`src/rtl/lpddr4_dly_pkg.sv`:
```
// ============================================================================
// Module   : lpddr4_dly_pkg
// Purpose  : Shared constants and helpers for the LPDDR4 programmable delay line
// Revision : 1.0 - initial release
// ============================================================================
`default_nettype none

package lpddr4_dly_pkg;

    localparam int DLY_DEPTH_DEF = 32;

    // Selections beyond the last stage (non-power-of-2 depths) pin to the last stage
    function automatic int unsigned dly_clamp_sel(input int unsigned sel,
                                                  input int unsigned depth);
        if (sel > depth - 1) begin
            return depth - 1;
        end
        return sel;
    endfunction

endpackage

`default_nettype wire

```
`src/rtl/dly_settle_ctr.sv`:
```
// ============================================================================
// Module   : dly_settle_ctr
// Purpose  : Blanking counter that reports when a new tap selection has settled
// Revision : 1.0 - initial release
// ============================================================================
`default_nettype none

module dly_settle_ctr #(
    parameter int SEL_W = 5
) (
    input  logic             clk,
    input  logic             rst,
    input  logic             i_load,
    input  logic [SEL_W:0]   i_load_val,
    input  logic             i_en,
    output logic             o_settled
);

    localparam int CNT_W = SEL_W + 1;

    logic [CNT_W-1:0] cnt_q;
    logic [CNT_W-1:0] cnt_d;

    // A load takes priority over the decrement in the same cycle
    always_comb begin
        cnt_d = cnt_q;
        if (i_load) begin
            cnt_d = i_load_val;
        end else if (i_en && (cnt_q != '0)) begin
            cnt_d = cnt_q - CNT_W'(1);
        end
    end

    always_ff @(posedge clk) begin
        if (rst) begin
            cnt_q <= '0;
        end else begin
            cnt_q <= cnt_d;
        end
    end

    assign o_settled = (cnt_q == '0);

endmodule

`default_nettype wire

```
`src/rtl/tapped_delay_line_prog.sv`:
```
// ============================================================================
// Module   : tapped_delay_line_prog
// Purpose  : Enable-gated tapped delay line with runtime tap select and settle blanking
// Revision : 1.0 - initial release
// ============================================================================
`default_nettype none

module tapped_delay_line_prog
    import lpddr4_dly_pkg::*;
#(
    parameter  int WIDTH = 1,
    parameter  int DEPTH = DLY_DEPTH_DEF,
    localparam int SEL_W = $clog2(DEPTH)
) (
    input  logic                   clk,
    input  logic                   rst,
    input  logic                   i_en,
    input  logic                   i_flush,
    input  logic                   i_vld,
    input  logic [WIDTH-1:0]       i_d,
    input  logic                   i_sel_load,
    input  logic [SEL_W-1:0]       i_dly_sel,
    output logic [DEPTH*WIDTH-1:0] o_taps,
    output logic [DEPTH-1:0]       o_tap_vld,
    output logic [WIDTH-1:0]       o_d,
    output logic                   o_vld,
    output logic                   o_settled,
    output logic [SEL_W-1:0]       o_sel
);

    localparam int CNT_W = SEL_W + 1;

    logic [DEPTH-1:0][WIDTH-1:0] data_q;
    logic [DEPTH-1:0][WIDTH-1:0] data_d;
    logic [DEPTH-1:0]            vld_q;
    logic [DEPTH-1:0]            vld_d;
    logic [SEL_W-1:0]            sel_q;
    logic [SEL_W-1:0]            sel_d;
    logic [SEL_W-1:0]            w_sel_clamped;
    logic                        w_settled;

    genvar k;
    generate
        for (k = 0; k < DEPTH; k++) begin : g_stage
            if (k == 0) begin : g_head
                assign data_d[k] = i_en ? i_d : data_q[k];
                assign vld_d[k]  = i_flush ? 1'b0 : (i_en ? i_vld : vld_q[k]);
            end else begin : g_body
                assign data_d[k] = i_en ? data_q[k-1] : data_q[k];
                assign vld_d[k]  = i_flush ? 1'b0 : (i_en ? vld_q[k-1] : vld_q[k]);
            end

            always_ff @(posedge clk) begin
                if (rst) begin
                    data_q[k] <= '0;
                    vld_q[k]  <= 1'b0;
                end else begin
                    data_q[k] <= data_d[k];
                    vld_q[k]  <= vld_d[k];
                end
            end
        end
    endgenerate

    assign w_sel_clamped = SEL_W'(dly_clamp_sel(32'(i_dly_sel), 32'(DEPTH)));

    always_comb begin
        sel_d = sel_q;
        if (i_sel_load) begin
            sel_d = w_sel_clamped;
        end
    end

    always_ff @(posedge clk) begin
        if (rst) begin
            sel_q <= SEL_W'(DEPTH - 1);
        end else begin
            sel_q <= sel_d;
        end
    end

    // Blanking length covers the full pipeline latency of the new tap
    dly_settle_ctr #(
        .SEL_W (SEL_W)
    ) u_settle (
        .clk        (clk),
        .rst        (rst),
        .i_load     (i_sel_load),
        .i_load_val (CNT_W'(w_sel_clamped) + CNT_W'(1)),
        .i_en       (i_en),
        .o_settled  (w_settled)
    );

    assign o_taps    = data_q;
    assign o_tap_vld = vld_q;
    assign o_d       = data_q[sel_q];
    assign o_vld     = vld_q[sel_q] & w_settled;
    assign o_settled = w_settled;
    assign o_sel     = sel_q;

endmodule

`default_nettype wire

```
`config.mk`:
```
export PLATFORM = sky130hd
export DESIGN_NAME = tapped_delay_line_prog
export DESIGN_NICKNAME = d
export VERILOG_FILES = /design/src/rtl/lpddr4_dly_pkg.sv /design/src/rtl/dly_settle_ctr.sv /design/src/rtl/tapped_delay_line_prog.sv
export SDC_FILE = /design/constraint.sdc
export NUM_CORES = 1
export LEC_CHECK = 0
export CAP_MARGIN = 10
export CORE_MARGIN = 2
export CORE_UTILIZATION = 49
export CTS_CLUSTER_DIAMETER = 50
export DETAILED_ROUTE_END_ITERATION = 16
export HOLD_SLACK_MARGIN = 0.08
export PLACE_DENSITY = 0.81
export SYNTH_ARGS = -nofsm -noshare
export SYNTH_HDL_FRONTEND = slang
export SYNTH_SLANG_ARGS = --single-unit
```
`constraint.sdc`:
```
create_clock -name clk -period 3.05 [get_ports clk]
set_input_delay 0.61 -clock clk [delete_from_list [all_inputs] [get_ports clk]]
set_output_delay 0.61 -clock clk [all_outputs]
set_load 0.02 [all_outputs]
```
==> PnR_summary.wiki, run 1 <==
{| class="wikitable"
! Metric !! Value
|-
| Largest fanout on the critical path || 15
|-
| Cell Area, Synth || 0.003396 mm²
|-
| Final nets || 404
|-
| Proportion of synthesized flip-flops having asynchronous set or reset || 0%
|-
| Setup crit start kind || flop
|-
| Area delta synth->final || 34.19%
|-
| Met2 usage || 35.95%
|-
| Count of distinct cell types in the synthesized netlist || 36
|-
| Wire length of the first global-routing pass || 13190 µm
|-
| Number of enable flip-flop cells after synthesis || 0
|-
| Max-cap check violation count || 0
|-
| Pwr Density || 491.8 mW/mm²
|-
| Ratio of final minimum period to clock period || 96.74%
|-
| Cell internal pwr || 1.739 mW
|-
| I/O pin count || 84
|-
| Level count of the clock H-tree || 3
|-
| Pin count of the biggest net entering global routing || 39
|-
| RSZ-0062 raised after global routing || false
|-
| Setup TNS Final || 0 ns
|-
| Core occupancy in the finished layout || 67.44%
|-
| Hold WC Path Type || reg -> reg
|-
| Count of unresolved DRC violations after routing || 0
|-
| Clock Tree Buf Depth || 2
|-
| Iter 0 DRT Violations || 131
|-
| CTS tree || done
|-
| WL per Instance || 17.29 µm
|-
| Buffer type at the clock tree root || sky130_fd_sc_hd__clkbuf_8
|-
| Count of inserted antenna diode cells || 0
|-
| Fraction of layout cells with a size suffix above 1 || 9.645%
|-
| Seq pwr share || 45.1%
|-
| Mean post-synth cell area || 10.81 µm²
|-
| Total global routing overflow || 0
|-
| Slowest library cell on the worst path || sky130_fd_sc_hd__mux4_1
|-
| Antenna-violating nets left || 0
|-
| Number of synthesized register bits || 75
|-
| Drt via density || 5.561
|-
| Initial antenna violation count || 0
|-
| Max Transition Viols Final || 0
|-
| Combinational group share of total power || 9.2%
|-
| Primary flip-flop cell chosen by synthesis mapping || sky130_fd_sc_hd__dfxtp_1
|-
| Placed wire-length estimate after detailed placement || 5731 µm
|-
| Top cells by count, synth || sky130_fd_sc_hd__dfxtp_1, sky130_fd_sc_hd__mux2i_1, sky130_fd_sc_hd__nor2_1, sky130_fd_sc_hd__clkbuf_1, sky130_fd_sc_hd__mux4_1
|-
| Final weighted congestion of routability-driven global placement || 0.7873
|-
| Time the final worst path needs with I/O delays and setup || 2.951 ns
|-
| Port Buffer Count || 83
|-
| Die area || 0.007612 mm²
|-
| Switching Fraction || 22.39%
|-
| Via count of the first global-routing pass || 2606
|-
| Met3 layer usage reported by global route || 7.299%
|-
| Worst vdd rail ir drop || 0.0002766 V
|-
| Die extent in y || 87.25 µm
|-
| Post-synth net total || 329
|-
| CP peak stage delay || 0.58 ns
|-
| Required time at the worst-slack endpoint || 2.44 ns
|-
| Standard-cell row count || 30
|-
| Count of hold-fix buffers inserted at cts || 0
|-
| Net switching power figure || 0.5017 mW
|-
| Setup bufs post-CTS || 0
|-
| GR Util All Layers || 22.57%
|-
| Category of the critical setup timing path || reg -> out
|-
| Number of detailed-route iterations in the first pass || 5
|-
| Num CTS Buffers || 9
|-
| Standby leakage power || 1.928 nW
|-
| Layout Cells excl Fill || 474
|-
| Sequential area share after synthesis || 44.22%
|-
| Synthesized instance count || 314
|-
| Number of warning messages in the yosys log || 0
|-
| Slew margin rel. || 59.34%
|-
| Endpoints failing setup || 0
|-
| Final hold viol count || 0
|-
| Run status || completed
|-
| Data arrival time of the worst path || 2.34 ns
|-
| Setup clock skew after layout || 0.006515 ns
|-
| Worst slew pin tran || 0.6081 ns
|-
| Placeable core region || 0.006756 mm²
|-
| Die extent in x || 87.25 µm
|-
| Yosys top cell area share || 44.22%
|-
| Area contributors post-synth || sky130_fd_sc_hd__dfxtp_1, sky130_fd_sc_hd__mux2i_1, sky130_fd_sc_hd__mux4_1, sky130_fd_sc_hd__nor2_1, sky130_fd_sc_hd__mux4_2
|-
| Total wirelength of the detailed-routed design || 8194 µm
|-
| Cell with the most instances after synthesis || sky130_fd_sc_hd__dfxtp_1
|-
| Library cell occupying the most area in the post-synthesis netlist || sky130_fd_sc_hd__dfxtp_1
|-
| Maximum clock rate || 0.3389 GHz
|-
| Clock-pin slew on the worst setup and hold paths || 0.08 ns
|-
| DP Cell Count || 458
|-
| Number of sinks on the clock net || 75
|-
| Vias post-DR || 2636
|-
| Endpoint kind of the worst setup timing path || primary output
|-
| Met1 track demand over resource || 29.50%
|-
| Effective utilization at floorplan || 50.26%
|-
| Cell-by-cell listing of the critical path || buf_12 > mux4_1 > mux4_2 > mux2_2 > buf_2
|-
| Part of the total power dissipated in the clock network || 45.7%
|-
| Peak-usage layer in the global routing report || met2
|-
| Clock insertion delay at the later pin of the skew report || 0.35 ns
|}
==> logic make-up (layout without fill, tap and decap cells) <==
logic type | Yosys count | count (layout) | synth area share [%]
AOI/OAI and AO/OA | 24 | 24 | 5.085
muxes | 89 | 89 | 33.71
and+or+nand+nor | 87 | 87 | 10.32
xor gates and xnor gates | 6 | 6 | 1.548
buffers and inverters | 30 | 110 | 4.016
DFF | 75 | 75 | 44.22
adders and majority gates | 3 | 3 | 1.105
==> critical path, delay by kind of cell, from the launching register on <==
| family | cells | cell delay [ns] |
|---|---|---|
| mux | 3 | 1.32 |
| flops | 1 | 0.35 |
| buf+inv | 2 | 0.33 |
==> state kept, by name, summed over array words and instances, names as in the netlist <==
register        cells
o_tap_vld          32
o_sel               5
u_settle.cnt_q      6
o_taps             32
==> cell usage in the layout (no fill, tap or decap), types with 2 or more instances in the layout <==
cell type,count
sky130_fd_sc_hd__a21oi_1,4
sky130_fd_sc_hd__o21ai_0,3
sky130_fd_sc_hd__mux4_1,10
sky130_fd_sc_hd__nor3_1,2
sky130_fd_sc_hd__clkbuf_8,10
sky130_fd_sc_hd__buf_2,2
sky130_fd_sc_hd__mux4_2,7
sky130_fd_sc_hd__nand2b_1,2
sky130_fd_sc_hd__nand4_1,2
sky130_fd_sc_hd__bufinv_16,4
sky130_fd_sc_hd__nand3_1,3
sky130_fd_sc_hd__inv_1,6
sky130_fd_sc_hd__dfxtp_1,74
sky130_fd_sc_hd__clkdlybuf4s50_1,80
sky130_fd_sc_hd__xnor2_1,2
sky130_fd_sc_hd__nand2_1,8
sky130_fd_sc_hd__buf_4,3
sky130_fd_sc_hd__a31oi_1,2
sky130_fd_sc_hd__mux2_2,3
sky130_fd_sc_hd__ha_1,3
sky130_fd_sc_hd__mux2i_1,69
sky130_fd_sc_hd__buf_12,3
sky130_fd_sc_hd__o211ai_1,6
sky130_fd_sc_hd__nor2_1,67
sky130_fd_sc_hd__xor2_1,4
==> power groups by stage <==
stage / Sequential (mW) / Combinational (mW) / Clock (mW)
global placement: 1.03 / 0.202 / 0
finish: 1.01 / 0.206 / 1.02
global route: 1.01 / 0.224 / 1.09
detailed placement: 1.03 / 0.206 / 0
CTS: 1.01 / 0.207 / 1.04
floorplan: 1.03 / 0.142 / 0
==> per-layer routing <==
layer  wire length (µm)  up-vias  share of wire (%)
met5                  0        -                  0
met1               3563     1251                 43
met4                 82        0                1.0
li1                   -     1268                  -
met3                701        9                8.6
met2               3846      108                 47
==> what timing repair did <==
action / in CTS / in global routing
endpoints found under the setup margin: 2 / 1
gates resized for setup: 10 / 3
hold endpoints to repair: 0 / 0
cloned: 0 / 0
==> final timing paths <==
path                                                     start                        endpoint  slack, ns  depth (start not counted)
worst max register to register  u_settle.cnt_q[4]$_SDFFE_PP0P_  u_settle.cnt_q[5]$_SDFFE_PP0P_       1.45                          4
worst min register to register         o_taps[31]$_SDFFE_PP0P_         o_taps[31]$_SDFFE_PP0P_       0.54                          2
worst min-delay path                   o_taps[31]$_SDFFE_PP0P_         o_taps[31]$_SDFFE_PP0P_       0.54                          2
worst max-delay path                     o_sel[0]$_SDFFE_PP1P_                             o_d        0.1                          5
==> area by class of cell <==
class | count | area (µm²)
fillers | 520 | 2200
multi-input cells | 209 | 1764
flip-flops and latches | 75 | 1503
repair buffers | 88 | 893.4
clock buffers | 10 | 137.6
clock inverters | 6 | 136.4
well taps | 80 | 100.1
inverters | 6 | 22.52
==> stage by stage <==
| step | setup WS [ns] | hold slack [ns] | instance area [µm²] | total power [mW] |
|---|---|---|---|---|
| floorplan | 0.3934 | 0.5100 | 3396 | 1.176 |
| global placement | 0.07225 | 0.5142 | 4285 | 1.235 |
| detailed placement | 0.04460 | 0.5361 | 4285 | 1.240 |
| CTS | 0.04532 | 0.5525 | 4558 | 2.260 |
| global route | 0.004263 | 0.5716 | 4557 | 2.324 |
| finish | 0.09945 | 0.5442 | 4557 | 2.241 |
Note: power is estimated with default switching activity, not from simulation.
==> inputs of run 2 (changes only) <==
Settings changed: ABC_CLOCK_PERIOD_IN_PS set to 3050, CORE_UTILIZATION 49 to 41, GPL_TIMING_DRIVEN set to 0, PLACE_DENSITY 0.81 to 0.7.
==> PnR_summary.wiki, run 2 (synthesized netlist as in run 1, its figures left out) <==
{| class="wikitable"
! Metric !! Value
|-
| Num CTS Buffers || 9 (unchanged)
|-
| Slew margin rel. || 53.79% (-5.5 points)
|-
| Max Transition Viols Final || 0 (unchanged)
|-
| Standard-cell row count || 33 (+10%)
|-
| Overall power after layout || 1.890 mW (-16%)
|-
| WL per Instance || 16.30 µm (-5.7%)
|-
| Ratio of final minimum period to clock period || 97.56% (+0.82 points)
|-
| Final hold viol count || 0 (unchanged)
|-
| RSZ-0062 raised after global routing || false
|-
| Clock insertion delay at the later pin of the skew report || 0.34 ns (about the same)
|-
| Setup TNS Final || 0 ns (unchanged)
|-
| Pin count of the biggest net entering global routing || 12 (-69%)
|-
| Placeable core region || 0.008134 mm² (+20%)
|-
| Endpoint kind of the worst setup timing path || primary output
|-
| Commonest cells after routing, fill and taps aside || sky130_fd_sc_hd__clkdlybuf4s50_1, sky130_fd_sc_hd__dfxtp_1, sky130_fd_sc_hd__mux2i_1
|-
| Run status || completed
|-
| Initial antenna violation count || 0 (unchanged)
|-
| Pwr Density || 416.9 mW/mm² (-15%)
|-
| Data arrival time of the worst path || 2.37 ns (+0.03 ns)
|-
| Via count of the first global-routing pass || 2703 (+3.7%)
|-
| Die extent in y || 95.01 µm (+8.9%)
|-
| Vias post-DR || 2691 (+2.1%)
|-
| Clock-pin slew on the worst setup and hold paths || 0.07 ns (about the same)
|-
| Total non-filler cell area in the finished layout || 0.004534 mm² (-0.49%)
|-
| Worst slew pin tran || 0.6931 ns (+0.08501 ns)
|-
| Die extent in x || 95.01 µm (+8.9%)
|-
| Total wirelength of the detailed-routed design || 8461 µm (+3.3%)
|-
| Number of detailed-route iterations in the first pass || 4 (-1)
|-
| Buffer type at the clock tree root || sky130_fd_sc_hd__clkbuf_8
|-
| Final nets || 426 (+5.4%)
|-
| Core occupancy in the finished layout || 55.75% (-12 points)
|-
| I/O pin count || 84 (unchanged)
|-
| Category of the critical setup timing path || reg -> out
|-
| Max-cap check violation count || 0 (unchanged)
|-
| Level count of the clock H-tree || 3 (unchanged)
|-
| Iter 0 DRT Violations || 102 (-22%)
|-
| Worst vdd rail ir drop || 0.0002218 V (-20%)
|-
| Drt via density || 5.185 (-6.8%)
|-
| Area after DPL || 0.004328 mm² (+0.99%)
|-
| Standby leakage power || 1.874 nW (-2.8%)
|-
| Clock Tree Buf Depth || 2 (unchanged)
|-
| GR Util All Layers || 19.81% (-2.8 points)
|-
| Setup clock skew after layout || 0.008158 ns (+0.001643 ns)
|-
| Count of unresolved DRC violations after routing || 0 (unchanged)
|-
| Total global routing overflow || 0 (unchanged)
|-
| Fraction of layout cells with a size suffix above 1 || 10.63% (+0.98 points)
|-
| Hold WC Path Type || reg -> reg
|-
| Time the final worst path needs with I/O delays and setup || 2.976 ns (+0.02501 ns)
|-
| WHS || 0.5283 ns (-0.01585 ns)
|-
| Endpoints failing setup || 0 (unchanged)
|-
| Area delta synth->final || 33.53%
|-
| Largest fanout on the critical path || 5 (-10)
|-
| Required time at the worst-slack endpoint || 2.44 ns (about the same)
|-
| Most frequent standard cell in the layout excluding fill and tap cells || sky130_fd_sc_hd__clkdlybuf4s50_1
|-
| Number of sinks on the clock net || 75 (unchanged)
|-
| Setup crit start kind || flop
|-
| Count of inserted antenna diode cells || 0 (unchanged)
|-
| Maximum clock rate || 0.3361 GHz (-0.84%)
|-
| Placed wire-length estimate after detailed placement || 6098 µm (+6.4%)
|-
| CTS tree || done
|-
| Final weighted congestion of routability-driven global placement || 0.8871 (+13%)
|-
| Antenna-violating nets left || 0 (unchanged)
|-
| Wire length of the first global-routing pass || 13590 µm (+3.0%)
|-
| Port Buffer Count || 80 (-3.6%)
|-
| Effective utilization at floorplan || 41.75% (-8.5 points)
|-
| Count of fill cells added during filler insertion || 724 (+39%)
|-
| Die area || 0.009026 mm² (+19%)
|}
-- run 2: repair_timing --
action,4_1_cts,5_1_grt
setup endpoints to repair,2,2
resized for setup,20,2
hold buffers,0,0
gates cloned,0,0
buffers inserted,3,3
-- run 2: path summary, 6_finish.rpt --
| kind | depth (start not counted) | endpoint | from | slack, ns |
|---|---|---|---|---|
| hold reg to reg | 2 | o_tap_vld[31]$_SDFFE_PP0P_ | o_tap_vld[31]$_SDFFE_PP0P_ | 0.53 |
| hold / removal | 2 | o_tap_vld[31]$_SDFFE_PP0P_ | o_tap_vld[31]$_SDFFE_PP0P_ | 0.53 |
| setup / recovery | 6 | o_d | o_sel[0]$_SDFFE_PP1P_ | 0.07 |
| setup reg to reg | 5 | u_settle.cnt_q[5]$_SDFFE_PP0P_ | u_settle.cnt_q[4]$_SDFFE_PP0P_ | 1.40 |
-- run 2: per-layer routing --
layer | up-vias | GRT usage, % | wire, µm
li1 | 1308 | - | -
met3 | 9 | 5.666 | 481
met2 | 71 | 30.50 | 3927
met5 | - | 0 | 0
met4 | 0 | 6.280 | 101
met1 | 1303 | 26.92 | 3951
-- run 2: layout make-up --
type                    instances  area (µm²)  area share, %
plain buffers                  24       127.6          2.815
clock buffers                  12       145.1          3.201
clock inverters                 2       13.76         0.3035
inverters                       6       22.52         0.4967
multi-input cells             209        1740          38.38
flip-flops and latches         75        1503          33.14
well taps                     105       131.4          2.897
repair buffers                 86       850.8          18.76
-- run 2: worst max-delay path, stage by stage, from the launching register on --
cell and delay, ns:
sky130_fd_sc_hd__dfxtp_2 0.34, sky130_fd_sc_hd__buf_6 0.13, sky130_fd_sc_hd__buf_4 0.12, sky130_fd_sc_hd__mux4_1 0.53
sky130_fd_sc_hd__mux4_2 0.47, sky130_fd_sc_hd__mux2_2 0.28, sky130_fd_sc_hd__buf_4 0.16
-- run 2: report_power, final --
| part | internal (mW) | leakage [nW] | switching [mW] |
|---|---|---|---|
| logic | 0.106 | 1.18 | 0.124 |
| clock network | 0.310 | 0.0823 | 0.343 |
| registers | 0.993 | 0.607 | 0.0148 |
| total | 1.41 | 1.87 | 0.482 |
-- run 2: through the flow --
stage          std cells  worst slack, ns
2_1_floorplan        314           0.3934
3_3_place_gp         499          -0.2115
3_5_place_dp         499          -0.2035
4_1_cts              516         0.007267
5_1_grt              519       0.00004952
6_report             519          0.07445
==> inputs of run 3 (changes only) <==
Settings changed: CTS_CLUSTER_DIAMETER 50 to 150.
==> results of run 3 <==
Same layout as run 2: the final DEF is identical, and so are final timing and power.
